**config.mk**
```make
export PLATFORM = sky130hd
export DESIGN_NAME = uart_rx
export DESIGN_NICKNAME = d
export VERILOG_FILES = /design/src/rtl/uart_rx.sv
export SDC_FILE = /design/constraint.sdc
export NUM_CORES = 1
export LEC_CHECK = 0
export ABC_CLOCK_PERIOD_IN_PS = 3200
export CORE_UTILIZATION = 30
export CTS_CLUSTER_SIZE = 12
export DETAILED_ROUTE_END_ITERATION = 10
export PLACE_DENSITY = 0.55
export SYNTH_ARGS = -nofsm -noshare
export SYNTH_HDL_FRONTEND = slang
export SYNTH_SLANG_ARGS = --single-unit
```
**constraint.sdc**
```tcl
create_clock -name clk -period 3.2 [get_ports clk]
set_clock_uncertainty 0.1 [all_clocks]
set_input_delay 0.64 -clock clk [delete_from_list [all_inputs] [get_ports clk]]
set_output_delay 0.64 -clock clk [all_outputs]
set_load 0.005 [all_outputs]
```
**src/rtl/uart_rx.sv**
```systemverilog
// uart_rx: 8N1 serial receiver with valid/ready output handshake.
// Oversamples the line with a baud counter and samples near each bit centre.
// Optional even-parity support is enabled by defining UART_RX_PARITY_EN.
module uart_rx #(
    parameter int unsigned CLKS_PER_BIT = 1
) (
    input  logic       clk,
    input  logic       rst,
    input  logic       rx,
    input  logic       ready,
    output logic [7:0] data,
    output logic       valid,
    output logic       frame_err,
`ifdef UART_RX_PARITY_EN
    output logic       overrun,
    output logic       parity_err
`else
    output logic       overrun
`endif
);

    localparam int unsigned CW = $clog2(CLKS_PER_BIT + 1);
    localparam logic [CW-1:0] LAST = CW'(CLKS_PER_BIT - 1);
    localparam logic [CW-1:0] HALF = CW'((CLKS_PER_BIT - 1) / 2);

`ifdef UART_RX_PARITY_EN
    typedef enum logic [2:0] {StIdle, StStart, StData, StParity, StStop} state_e;
`else
    typedef enum logic [1:0] {StIdle, StStart, StData, StStop} state_e;
`endif

    state_e          state_q, state_d;
    logic [CW-1:0]   cnt_q, cnt_d;
    logic [2:0]      bit_q, bit_d;
    logic [7:0]      shreg_q, shreg_d;
    logic [7:0]      data_q, data_d;
    logic            valid_q, valid_d;
    logic            frame_err_q, frame_err_d;
    logic            overrun_q, overrun_d;
    logic            deliver;
    logic            rx_meta_q, rxs_q, rxs_prev_q;
`ifdef UART_RX_PARITY_EN
    logic            par_bad_q, par_bad_d;
    logic            parity_err_q, parity_err_d;
`endif

    // Two-flop synchronizer plus one extra stage for falling-edge detection.
    always_ff @(posedge clk or posedge rst) begin
        if (rst) begin
            rx_meta_q  <= 1'b1;
            rxs_q      <= 1'b1;
            rxs_prev_q <= 1'b1;
        end else begin
            rx_meta_q  <= rx;
            rxs_q      <= rx_meta_q;
            rxs_prev_q <= rxs_q;
        end
    end

    // Receiver state, counters and output registers.
    always_ff @(posedge clk or posedge rst) begin
        if (rst) begin
            state_q      <= StIdle;
            cnt_q        <= '0;
            bit_q        <= 3'd0;
            shreg_q      <= 8'h00;
            data_q       <= 8'h00;
            valid_q      <= 1'b0;
            frame_err_q  <= 1'b0;
            overrun_q    <= 1'b0;
`ifdef UART_RX_PARITY_EN
            par_bad_q    <= 1'b0;
            parity_err_q <= 1'b0;
`endif
        end else begin
            state_q      <= state_d;
            cnt_q        <= cnt_d;
            bit_q        <= bit_d;
            shreg_q      <= shreg_d;
            data_q       <= data_d;
            valid_q      <= valid_d;
            frame_err_q  <= frame_err_d;
            overrun_q    <= overrun_d;
`ifdef UART_RX_PARITY_EN
            par_bad_q    <= par_bad_d;
            parity_err_q <= parity_err_d;
`endif
        end
    end

    // Next-state: frame sequencing, bit capture and output handshake.
    always_comb begin
        state_d     = state_q;
        cnt_d       = cnt_q;
        bit_d       = bit_q;
        shreg_d     = shreg_q;
        data_d      = data_q;
        valid_d     = valid_q;
        frame_err_d = 1'b0;
        overrun_d   = 1'b0;
        deliver     = 1'b0;
`ifdef UART_RX_PARITY_EN
        par_bad_d    = par_bad_q;
        parity_err_d = 1'b0;
`endif

        case (state_q)
            StIdle: begin
                if (rxs_prev_q && !rxs_q) begin
                    // The edge cycle is count 0 of the start bit; when the
                    // half-bit point is 0 that cycle is itself the start sample.
                    if (HALF == '0) begin
                        state_d = StData;
                        cnt_d   = '0;
                        bit_d   = 3'd0;
                    end else begin
                        state_d = StStart;
                        cnt_d   = CW'(1);
                    end
                end
            end
            StStart: begin
                if (cnt_q == HALF) begin
                    cnt_d = '0;
                    bit_d = 3'd0;
                    // Line back high at mid start bit: treat as a glitch.
                    state_d = rxs_q ? StIdle : StData;
                end else begin
                    cnt_d = cnt_q + CW'(1);
                end
            end
            StData: begin
                if (cnt_q == LAST) begin
                    cnt_d   = '0;
                    shreg_d = {rxs_q, shreg_q[7:1]};
                    bit_d   = bit_q + 3'd1;
                    if (bit_q == 3'd7) begin
`ifdef UART_RX_PARITY_EN
                        state_d = StParity;
`else
                        state_d = StStop;
`endif
                    end
                end else begin
                    cnt_d = cnt_q + CW'(1);
                end
            end
`ifdef UART_RX_PARITY_EN
            StParity: begin
                if (cnt_q == LAST) begin
                    cnt_d     = '0;
                    par_bad_d = ^{shreg_q, rxs_q};
                    state_d   = StStop;
                end else begin
                    cnt_d = cnt_q + CW'(1);
                end
            end
`endif
            StStop: begin
                if (cnt_q == LAST) begin
                    cnt_d   = '0;
                    state_d = StIdle;
                    if (!rxs_q) begin
                        frame_err_d = 1'b1;
`ifdef UART_RX_PARITY_EN
                    end else if (par_bad_q) begin
                        parity_err_d = 1'b1;
`endif
                    end else begin
                        deliver = 1'b1;
                    end
                end else begin
                    cnt_d = cnt_q + CW'(1);
                end
            end
            default: begin
                state_d = StIdle;
                cnt_d   = '0;
            end
        endcase

        // Consumption first, so a same-cycle delivery can refill the slot.
        if (valid_q && ready) begin
            valid_d = 1'b0;
        end
        if (deliver) begin
            if (!valid_q || ready) begin
                data_d  = shreg_q;
                valid_d = 1'b1;
            end else begin
                overrun_d = 1'b1;
            end
        end
    end

    assign data      = data_q;
    assign valid     = valid_q;
    assign frame_err = frame_err_q;
    assign overrun   = overrun_q;
`ifdef UART_RX_PARITY_EN
    assign parity_err = parity_err_q;
`endif

endmodule

```
==> summary.md <==
| Metric | Value |
|---|---|
| Status | finished, final reports clean |
| Area taken by multi-input logic gates | between 300 and 400 um2 |
| Yosys cell types | 20 |
| Drt first pass iters | 2 |
| ANT cells | 0 |
| Total gr overflow | 0 |
| Setup repair after global routing missed its margin | no |
| Worst Path Max Fanout | 2 |
| Final Cycle Share | approximately three fifths |
| Via count | 594 |
| Filler cells | 333 |
| Clock Latency Late Sink | about 0.32 ns |
| Most frequent cell after synthesis | dfrtp_1 |
| FF+latch area | around 680 um2 |
| Buf+Inv Stages, Crit Path | 1 |
| Tmin final | ~2.0 ns |
| Antenna viol nets, final | 0 |
| Sequential area share after synthesis | approximately 60% |
| CP Class | flip-flop to output pin |
| Yosys top cell area share | between 50% and 60% |
| CTS tree | done |
| Die height | 62.6 um |
| Number of buffers inserted by hold repair at cts | 0 |
| CP Data Required Time | around 2.5 ns |
| Clock buffer depth | 2 |
| # IOs | 15 |
| Grt met1 use | between 10% and 20% |
| Ys flop type | dfrtp_1 |
| Critical path data arrival time | about 1.2 ns |
| Relative slew margins | approximately three fifths |
| Clock Pin Slew Worst Setup and Hold Paths | around 0.15 ns |
| Post-synth EDFFs | 0 |
| Final setup fails | 0 |
| Static leakage | about 0.58 nW |
| Mux cell area share after synthesis | 19.1% |
| Crit path max-delay family | buffers and inverters |
| Post-Synth XOR/XNOR Area | 0% |
| Largest net degree at the start of global routing | 28 |
| Drt drc | 0 |
| Synth top cells by count | dfrtp_1 (24), mux2_2 (8), mux2_4 (8) |
| Area growth, synth to finish | 18.6% |
| Hold violation count in the final report | 0 |
| First-pass GRT wire length | 2980 um |
| Worst Tran Pin Value | roughly 0.59 ns |
| Flops & latches, synth | 27 |
| PD cells | 858 nW/um2 |
| CTS Buf Count | 3 |
| Top cells by area, synth | dfrtp_1 (54%), mux2_4 (11%), mux2_2 (8.2%) |
| Simple-gate area share of the yosys netlist | roughly 6.6% |
| Clock Tree Root | clkbuf_4 |
| Via density per instance | between 4 and 5 |
| Placer Congestion | between 0.7 and 0.8 |
| Top cell type by total area after synthesis | dfrtp_1 |
| Crit path largest cell delay | about 0.52 ns |
| Net Count, Synth | 82 |
| Die footprint | 3920 um2 |
| Final TNS setup | 0 ns |
| DP Area | between 1000 and 1500 um2 |
| CTS sink cnt | 27 |
| Initial DRC Count | 10 |
| Mapped Cells | 76 |
| Cts repair resizes | 0 |
| Slew Viols, Final | 0 |
| Grt met3 use | 2.55% |
| CP Capture Type | output pin |
| Synthesized-area fraction occupied by adder cells | under 10% |
| Final Routed Wirelength | roughly 1700 um |
| CP startpoint kind | flip-flop |
| Busiest grt layer | met2 |
| Mapped cell area | 1100 um2 |
| Starting Density | approximately a third |
| Max-cap violations | 0 |
| Final net count | slightly below 100 |
| GR Layer Usage met2 | between 10% and 20% |
| Max IR drop VDD | 0.000218 V |
| Slowest CP cell | clkdlybuf4s50_1 |
| Post-DP HPWL | 1130 um |
| Hold Crit Class | flip-flop to flip-flop |
| Main combinational cell family by area after synthesis | multiplexers |
| Postcts setup bufs | 0 |
| Die width | about 63 um |
| Final Core Density | around two fifths |
| Ys Warns | 0 |
| Area of the core | between 3000 and 4000 um2 |
| Asr flop ratio synth | between 90% and 100% |
| Share of cells above drive strength 1 | between 20% and 30% |
| FMAX | about 500 MHz |
| CTS HTree Levels | 1 |
| Initial antenna violation count | 0 |
| Layout Cell Area excl Fill | about 1300 um2 |
| Global-route usage over all layers | a little under 10% |
| Number of global-route vias before repair | 614 |
| Compound-cell area share of the yosys netlist | 6.36% |
| CP Cell Sequence | clkdlybuf4s50_1 |
| Row cnt | 21 |
| WL/cell | between 10 and 15 um |
| I/O Buffers | 14 |
| Reg2reg setup slack | 1.37 ns |
| Syn Area/Cell | around 15 um2 |
worst paths after layout:
path                                        start              endpoint  depth (start not counted)
max                           data[7]$_DFFE_PP0P_               data[7]                          1
min                           rx_meta_q$_DFF_PP1_       rxs_q$_DFF_PP1_                          0
max reg2reg                state_q[0]$_DFFE_PP0P_   data[3]$_DFFE_PP0P_                          3
min reg2reg                   rx_meta_q$_DFF_PP1_       rxs_q$_DFF_PP1_                          0
max in group asynchronous                     rst  rxs_prev_q$_DFF_PP1_                          3
min in group asynchronous                     rst   data[4]$_DFFE_PP0P_                          3
stage by stage:
step                setup slack [ns]  hold WS [ns]  std cells  power, W
global route                    1.14         0.274        138   0.00121
detailed placement             0.868         0.247        134  0.000991
floorplan                       1.62         0.245         76  0.000845
finish                          1.22         0.266        138   0.00112
CTS                             1.21         0.268        138   0.00114
global placement               0.892         0.247        134  0.000969
cell families (layout without fill, tap and decap cells):
| kind of cell | after synthesis | in the layout |
|---|---|---|
| buf+inv | 7 | 23 |
| fa+ha+maj | 2 | 2 |
| mux | 16 | 16 |
| simple gates | 13 | 13 |
| flops | 27 | 27 |
| compound gates | 11 | 11 |
registers in the layout, indices dropped and copies added (netlist names):
register	cells
rx_meta_q	1
rxs_q	1
valid	1
overrun	1
shreg_q	8
bit_q	3
rxs_prev_q	1
frame_err	1
state_q	2
data	8
report_power, final:
group | switching (W) | total (W) | internal, W
logic | 0.000132 | 0.000394 | 0.000262
clock network | 0.0000997 | 0.000147 | 0.0000476
registers | 0.000108 | 0.000580 | 0.000472
total | 0.000340 | 0.00112 | 0.000782
worst register-to-register path: cells and delay by family (launching register included):
kind          cells  cell delay (ns)
mux               1             0.35
flops             1             0.62
simple gates      2             0.67
metal layers:
layer / part of all wire [%] / vias to the layer above / wire [um]
met5: 0 / - / 0
met4: 0.90 / 0 / 15
met3: 3.9 / 2 / 65
met2: 45 / 9 / 750
met1: 50 / 294 / 830
li1: - / 289 / -
cell type report:
cell class	count	share of cell area, %
clock buffer	3	1.72
inverter	4	1.15
timing repair buffer	15	11.3
sequential	27	52.0
clock inverter	1	0.574
multi-input combinational	42	28.9
tap	46	4.40
placed cells by master, fill, tap and decap left out, types with 2 or more instances in the layout:
master / instances
nor2_1: 3
dfstp_2: 3
ha_1: 2
inv_1: 4
a22oi_1: 3
mux2_4: 8
dfrtp_1: 24
nand2_1: 5
o21ai_0: 2
o211ai_1: 3
clkbuf_4: 3
clkdlybuf4s50_1: 14
mux2_2: 8
a21oi_1: 3
Power figures use the tool's default switching activity.
